--- src/rtl/mag_cmd_pkg.sv ---
// mag_cmd_pkg: shared state encoding, op constants and helpers for the magnet command driver
package mag_cmd_pkg;
  typedef enum logic [1:0] {IDLE, PULSE, SETTLE, CHECK} state_t;
  localparam logic OP_GRAB = 1'b1;
  localparam logic OP_RELEASE = 1'b0;
  function automatic int max_int(int a, int b);
    return a > b ? a : b;
  endfunction
endpackage

--- src/rtl/mag_cmd_ctrl_if.sv ---
// mag_cmd_ctrl_if: command handshake plus latch drive/feedback for mag_cmd_ctrl
interface mag_cmd_ctrl_if;
  logic req_valid, req_op, req_ready, estop, mag_on;
  logic set, reset, busy, done, err;
  modport master(output req_valid, req_op, estop, mag_on,
                 input req_ready, set, reset, busy, done, err);
  modport slave(input req_valid, req_op, estop, mag_on,
                output req_ready, set, reset, busy, done, err);
endinterface

--- src/rtl/mag_cmd_timer.sv ---
// mag_cmd_timer: loadable down-counter that stops at zero
module mag_cmd_timer #(
  parameter int W = 4
) (
  input  logic         clk,
  input  logic         rst_n,
  input  logic         load,
  input  logic [W-1:0] load_val,
  output logic         zero
);
  logic [W-1:0] cnt;
  always_ff @(posedge clk)
    if (!rst_n) cnt <= '0;
    else if (load) cnt <= load_val;
    else if (cnt != '0) cnt <= cnt - 1'b1;
  assign zero = cnt == '0;
endmodule

--- src/rtl/mag_cmd_ctrl.sv ---
// mag_cmd_ctrl: timed, mutually exclusive set/reset pulses to the magnet latch with settle check
module mag_cmd_ctrl import mag_cmd_pkg::*; #(
  parameter int PULSE_LEN  = 4,
  parameter int SETTLE_LEN = 8
) (
  input logic           clk,
  input logic           rst_n,
  mag_cmd_ctrl_if.slave bus
);
  localparam int CW = $clog2(max_int(PULSE_LEN, SETTLE_LEN) + 1);
  state_t state;
  logic op_q, set_q, reset_q, done_q, err_q, busy_q;
  logic load, zero, accept, pulse_end;
  logic [CW-1:0] load_val;
  always_comb begin
    accept = (state == IDLE) & bus.req_valid & ~bus.estop;
    pulse_end = (state == PULSE) & zero;
    load = bus.estop | (accept & (bus.req_op != bus.mag_on)) | pulse_end;
    load_val = (pulse_end & ~bus.estop) ? CW'(SETTLE_LEN - 1) : CW'(PULSE_LEN - 1);
  end
  mag_cmd_timer #(.W(CW)) u_timer (
    .clk(clk), .rst_n(rst_n), .load(load), .load_val(load_val), .zero(zero)
  );
  always_ff @(posedge clk) begin
    if (!rst_n) begin
      state <= IDLE;
      op_q <= OP_RELEASE;
      set_q <= 1'b0;
      reset_q <= 1'b0;
      done_q <= 1'b0;
      err_q <= 1'b0;
      busy_q <= 1'b0;
    end else begin
      done_q <= 1'b0;
      // estop preempts everything, including a grab pulse already in flight
      if (bus.estop) begin
        state <= PULSE;
        op_q <= OP_RELEASE;
        set_q <= 1'b0;
        reset_q <= 1'b1;
        busy_q <= 1'b1;
      end else begin
        case (state)
          IDLE: if (accept) begin
            op_q <= bus.req_op;
            err_q <= 1'b0;
            busy_q <= 1'b1;
            if (bus.req_op != bus.mag_on) begin
              state <= PULSE;
              set_q <= bus.req_op;
              reset_q <= ~bus.req_op;
            end else begin
              state <= CHECK;
              done_q <= 1'b1;
            end
          end
          PULSE: if (zero) begin
            state <= SETTLE;
            set_q <= 1'b0;
            reset_q <= 1'b0;
          end
          SETTLE: if (zero) begin
            state <= CHECK;
            done_q <= 1'b1;
            err_q <= bus.mag_on != op_q;
          end
          CHECK: begin
            state <= IDLE;
            busy_q <= 1'b0;
          end
          default: state <= IDLE;
        endcase
      end
    end
  end
  always_ff @(posedge clk)
    if (rst_n) assert (!(set_q && reset_q));
  assign bus.req_ready = (state == IDLE) & ~bus.estop;
  assign bus.set = set_q;
  assign bus.reset = reset_q;
  assign bus.busy = busy_q;
  assign bus.done = done_q;
  assign bus.err = err_q;
endmodule

--- src/flat_wrapper.sv ---
// flat-port wrapper written by rule: the top's interface ports become plain ports
module mag_cmd_ctrl_flat import mag_cmd_pkg::*;
#(
  parameter int PULSE_LEN  = 4,
  parameter int SETTLE_LEN = 8
)
  (clk, rst_n, bus_req_valid, bus_req_op, bus_estop, bus_mag_on, bus_req_ready, bus_set, bus_reset, bus_busy, bus_done, bus_err);
  mag_cmd_ctrl_if bus_i ();
  input logic clk;
  input logic rst_n;
  input wire logic [$bits(bus_i.req_valid)-1:0] bus_req_valid;
  input wire logic [$bits(bus_i.req_op)-1:0] bus_req_op;
  input wire logic [$bits(bus_i.estop)-1:0] bus_estop;
  input wire logic [$bits(bus_i.mag_on)-1:0] bus_mag_on;
  output wire logic [$bits(bus_i.req_ready)-1:0] bus_req_ready;
  output wire logic [$bits(bus_i.set)-1:0] bus_set;
  output wire logic [$bits(bus_i.reset)-1:0] bus_reset;
  output wire logic [$bits(bus_i.busy)-1:0] bus_busy;
  output wire logic [$bits(bus_i.done)-1:0] bus_done;
  output wire logic [$bits(bus_i.err)-1:0] bus_err;
  assign bus_i.req_valid = bus_req_valid;
  assign bus_i.req_op = bus_req_op;
  assign bus_i.estop = bus_estop;
  assign bus_i.mag_on = bus_mag_on;
  assign bus_req_ready = bus_i.req_ready;
  assign bus_set = bus_i.set;
  assign bus_reset = bus_i.reset;
  assign bus_busy = bus_i.busy;
  assign bus_done = bus_i.done;
  assign bus_err = bus_i.err;
  mag_cmd_ctrl #(.PULSE_LEN(PULSE_LEN), .SETTLE_LEN(SETTLE_LEN)) u_core (.clk(clk), .rst_n(rst_n), .bus(bus_i));
endmodule
--- config.mk ---
export PLATFORM = sky130hd
export DESIGN_NAME = mag_cmd_ctrl_flat
export DESIGN_NICKNAME = d
export VERILOG_FILES = /design/src/rtl/mag_cmd_pkg.sv /design/src/rtl/mag_cmd_ctrl_if.sv /design/src/rtl/mag_cmd_timer.sv /design/src/rtl/mag_cmd_ctrl.sv /design/src/flat_wrapper.sv
export SDC_FILE = /design/constraint.sdc
export NUM_CORES = 1
export LEC_CHECK = 0
export CELL_PAD_IN_SITES_DETAIL_PLACEMENT = 0
export CELL_PAD_IN_SITES_GLOBAL_PLACEMENT = 1
export CORE_MARGIN = 2
export CORE_UTILIZATION = 38
export DETAILED_ROUTE_END_ITERATION = 10
export GPL_TIMING_DRIVEN = 0
export PLACE_DENSITY = 0.78
export SYNTH_ARGS = -nofsm -noshare
export SYNTH_HDL_FRONTEND = slang
export SYNTH_SLANG_ARGS = --single-unit
export TNS_END_PERCENT = 50
--- constraint.sdc ---
create_clock -name clk -period 2.2 [get_ports clk]
set_clock_uncertainty 0.1 [all_clocks]
set_input_delay 0.44 -clock clk [delete_from_list [all_inputs] [get_ports clk]]
set_output_delay 0.44 -clock clk [all_outputs]
set_load 0.005 [all_outputs]
==> metrics.txt <==
# TYPE chip_impl_metric gauge
chip_impl_info{name="run_status",value="finished, final reports clean"} 1
chip_impl_metric{name="synth_top_area_share",unit=""} 0.3243
chip_impl_metric{name="post_cts_buffers",unit=""} 0
chip_impl_metric{name="gr-usage-all-layers",unit=""} 0.1765
chip_impl_metric{name="fp.coreArea",unit="mm2"} 0.001783
chip_impl_metric{name="initial_utilization",unit=""} 0.4154
chip_impl_info{name="synth_top_family_by_area",value="compound AO/OA/AOI/OAI gates"} 1
chip_impl_metric{name="portBuffers",unit=""} 10
chip_impl_metric{name="drt_wl_total",unit="um"} 1630
chip_impl_metric{name="io_pins",unit=""} 12
chip_impl_info{name="critical_path.startpoint_type",value="flop"} 1
chip_impl_metric{name="initialDrtViolationCount",unit=""} 3
chip_impl_metric{name="timing.final.max_slew_violations",unit=""} 0
chip_impl_info{name="critical_path_class",value="flop to output port"} 1
chip_impl_metric{name="synth_warnings",unit=""} 0
chip_impl_metric{name="post_synth.cell_area_avg",unit="um2"} 8.613
chip_impl_metric{name="syn-num-nets",unit=""} 97
chip_impl_metric{name="antenna-diode-count",unit=""} 0
chip_impl_metric{name="clock-sinks",unit=""} 12
chip_impl_info{name="hp-class",value="flop to flop"} 1
chip_impl_metric{name="drt-vias-per-instance",unit=""} 5.161
chip_impl_metric{name="htree_num_levels",unit=""} 1
chip_impl_metric{name="reg2reg_depth",unit=""} 7
chip_impl_metric{name="cts_inserted_buffers",unit=""} 3
chip_impl_metric{name="period_needed",unit="ns"} 1.815
chip_impl_metric{name="synth_compound_gate_area_share",unit=""} 0.2432
chip_impl_metric{name="drv_cap",unit=""} 0
chip_impl_metric{name="area_growth_syn_to_layout",unit="%"} 23.14
chip_impl_metric{name="path_max_fanout",unit=""} 10
chip_impl_metric{name="synth_enable_flop_cells",unit=""} 0
chip_impl_metric{name="simple_gate_fraction_of_synth_area",unit=""} 0.2095
chip_impl_metric{name="power.leakage",unit="nW"} 0.3653
chip_impl_metric{name="synth_xor_xnor_area_share",unit=""} 0.03547
chip_impl_metric{name="cp.arrival",unit="ns"} 1.28
chip_impl_metric{name="detailedPlacementHpwl",unit="um"} 1161
chip_impl_metric{name="syn_area",unit="um2"} 740.7
chip_impl_metric{name="remaining_drc_errors",unit=""} 0
chip_impl_metric{name="antenna_left",unit=""} 0
chip_impl_metric{name="floorplan.die_area",unit="mm2"} 0.002318
chip_impl_metric{name="num_rows",unit=""} 15
chip_impl_metric{name="peakVddDrop",unit="V"} 0.0004034
chip_impl_info{name="worstSetupEndpointType",value="output port"} 1
chip_impl_metric{name="data_required_time_at_the_worst_endpoint",unit="ns"} 1.66
chip_impl_metric{name="gp_congestion",unit=""} 0.7201
chip_impl_metric{name="synthDistinctLibCells",unit=""} 32
chip_impl_metric{name="path_clk_slew",unit="ns"} 0.07
chip_impl_metric{name="clock_tree.buffer_depth",unit=""} 2
chip_impl_metric{name="worst-r2r-setup-slack",unit="ns"} 0.41
chip_impl_metric{name="fraction_of_synthesized_area_in_multiplexers",unit=""} 0.02703
chip_impl_metric{name="min_period_over_period",unit=""} 0.8252
chip_impl_metric{name="post_drt_wl_per_cell",unit="um"} 13.15
chip_impl_metric{name="grt_max_degree",unit=""} 11
chip_impl_info{name="synthFlopType",value="sky130_fd_sc_hd__dfxtp_1"} 1
chip_impl_metric{name="first_pass_iters",unit=""} 2
chip_impl_info{name="rsz0062_at_grt",value="no"} 1
chip_impl_info{name="synth.cells.most_frequent",value="sky130_fd_sc_hd__dfxtp_1, sky130_fd_sc_hd__a21oi_1, sky130_fd_sc_hd__nand2_1, sky130_fd_sc_hd__nor2_1"} 1
chip_impl_metric{name="post_synthesis_adder_cell_area_fraction",unit=""} 0.08446
chip_impl_metric{name="setup_viol",unit=""} 0
chip_impl_metric{name="synth_seq_area_share",unit=""} 0.3243
chip_impl_metric{name="p_per_area",unit="mW/mm2"} 654.7
chip_impl_info{name="worst_setup_path_startpoint",value="u_core.state[1]$_SDFFE_PP0P_"} 1
chip_impl_metric{name="whs_path_depth",unit=""} 2
chip_impl_metric{name="grt_pass1_vias",unit=""} 583
chip_impl_metric{name="wire_length_of_the_first_global_routing_pass",unit="um"} 2704
chip_impl_info{name="yosysTopAreaCell",value="sky130_fd_sc_hd__dfxtp_1"} 1
chip_impl_metric{name="maxClockFrequency",unit="GHz"} 0.5508
chip_impl_info{name="cts-root-buf",value="sky130_fd_sc_hd__clkbuf_4"} 1
chip_impl_metric{name="fill_cells",unit=""} 172
chip_impl_info{name="post_synth_main_area_contributors",value="sky130_fd_sc_hd__dfxtp_1, sky130_fd_sc_hd__ha_1, sky130_fd_sc_hd__a21oi_1"} 1
chip_impl_metric{name="vias",unit=""} 640
chip_impl_info{name="worstReg2RegEnd",value="u_core.state[0]$_SDFFE_PN0P_"} 1
chip_impl_info{name="min_to",value="u_core.bus.err$_SDFFE_PN0P_"} 1
chip_impl_info{name="hold_start",value="u_core.bus.err$_SDFFE_PN0P_"} 1
chip_impl_info{name="tritoncts_clock_tree",value="yes"} 1
chip_impl_metric{name="antenna_found_initial",unit=""} 0
chip_impl_info{name="regToRegStartpoint",value="u_core.u_timer.cnt[0]$_SDFFE_PN0P_"} 1
chip_impl_metric{name="chipHeight",unit="um"} 48.15
chip_impl_metric{name="tightest_slew",unit="ns"} 0.4267
chip_impl_metric{name="asyncSetResetFlopFracSynth",unit=""} 0
chip_impl_metric{name="global_route.overflow_total",unit=""} 0
chip_impl_metric{name="total_power",unit="W"} 0.0005972
chip_impl_info{name="synth.most_common_cell",value="sky130_fd_sc_hd__dfxtp_1"} 1
chip_impl_metric{name="drive_above_1_share",unit=""} 0.1616
chip_impl_metric{name="ys_seq_elements",unit=""} 12
chip_impl_metric{name="final.setup.tns",unit="ns"} 0
chip_impl_metric{name="floorplan.die.width",unit="um"} 48.15
chip_impl_metric{name="timing.final.hold_violations",unit=""} 0
chip_impl_metric{name="finalNetCount",unit=""} 112
chip_impl_metric{name="relSlewSlack",unit=""} 0.7156
chip_impl_metric{name="synthesis.instances",unit=""} 86
chip_impl_metric{name="worstSkewPairLatency",unit="ns"} 0.28
## critical path: stages, from the launching register on
cell	delay (ns)
sky130_fd_sc_hd__dfxtp_2	0.37
sky130_fd_sc_hd__inv_2	0.07
sky130_fd_sc_hd__ha_4	0.17
sky130_fd_sc_hd__buf_6	0.14
sky130_fd_sc_hd__nor2b_1	0.12
sky130_fd_sc_hd__dlymetal6s2s_1	0.14
## sequential cells by signal, summed over array words and instances, names as in the netlist
signal              count
u_core.bus.busy         1
u_core.bus.done         1
u_core.bus.err          1
u_core.bus.reset        1
u_core.bus.set          1
u_core.op_q             1
u_core.state            2
u_core.u_timer.cnt      4
## repair_timing
action	CTS	global route
setup endpoints to repair	1	1
hold buffers	0	0
pin swaps	1	0
resized for setup	4	3
## power breakdown
| part | total (W) | switching [W] | internal [W] |
|---|---|---|---|
| clock network | 0.000137 | 0.0000736 | 0.0000635 |
| logic | 0.000210 | 0.000108 | 0.000102 |
| registers | 0.000250 | 0.0000151 | 0.000235 |
| total | 0.000597 | 0.000196 | 0.000401 |
## cells in the final DEF (no fill, tap or decap), drive strengths merged, types with 4 or more instances in the layout
master	count
clkbuf	4
ha	5
nor2	6
inv	5
clkdlybuf4s50	9
o21ai	5
nand2	6
dfxtp	12
a21oi	10
## worst max-delay path by stage
stage	to	slack, ns	cells past startpoint
after floorplan	u_core.state[0]$_SDFFE_PN0P_	0.54	7
after global placement	bus_req_ready	0.02	4
after detailed placement	bus_req_ready	0.01	4
after CTS	bus_req_ready	0.006	5
after global routing	bus_req_ready	0.33	5
final	bus_req_ready	0.38	5
## cell families after synthesis
| group | after synthesis |
|---|---|
| compound gates | 27 |
| xor+xnor | 3 |
| fa+ha+maj | 5 |
| buf+inv | 9 |
| flops | 12 |
| mux | 2 |
| simple gates | 28 |
## through the flow
step	utilization	hold WS (ns)	cells	setup WS (ns)	cell area, um2
5_1_grt	0.5116	0.4033	124	0.3269	912.1
3_3_place_gp	0.4891	0.3471	121	0.01712	872.1
4_1_cts	0.5088	0.3693	124	0.006076	907.1
3_5_place_dp	0.4891	0.3591	121	0.01145	872.1
6_report	0.5116	0.3670	124	0.3845	912.1
2_1_floorplan	-	0.3481	86	0.5421	740.7
## per-layer routing
metal  wire length [um]  GRT usage
met5                  0          0
met4                 51     0.1135
met3                 31    0.04815
met2                736     0.2579
met1                811     0.2270
## area by class of cell
type / count / area (um2) / area share
multi-input cells: 65 / 456.7 / 0.5007
inverters: 5 / 18.77 / 0.02058
plain buffers: 4 / 37.54 / 0.04115
clock buffers: 3 / 22.52 / 0.02469
well taps: 25 / 31.28 / 0.03429
repair buffers: 10 / 102.6 / 0.1125
flip-flops and latches: 12 / 242.7 / 0.2661
(Power assumes the default switching activity.)
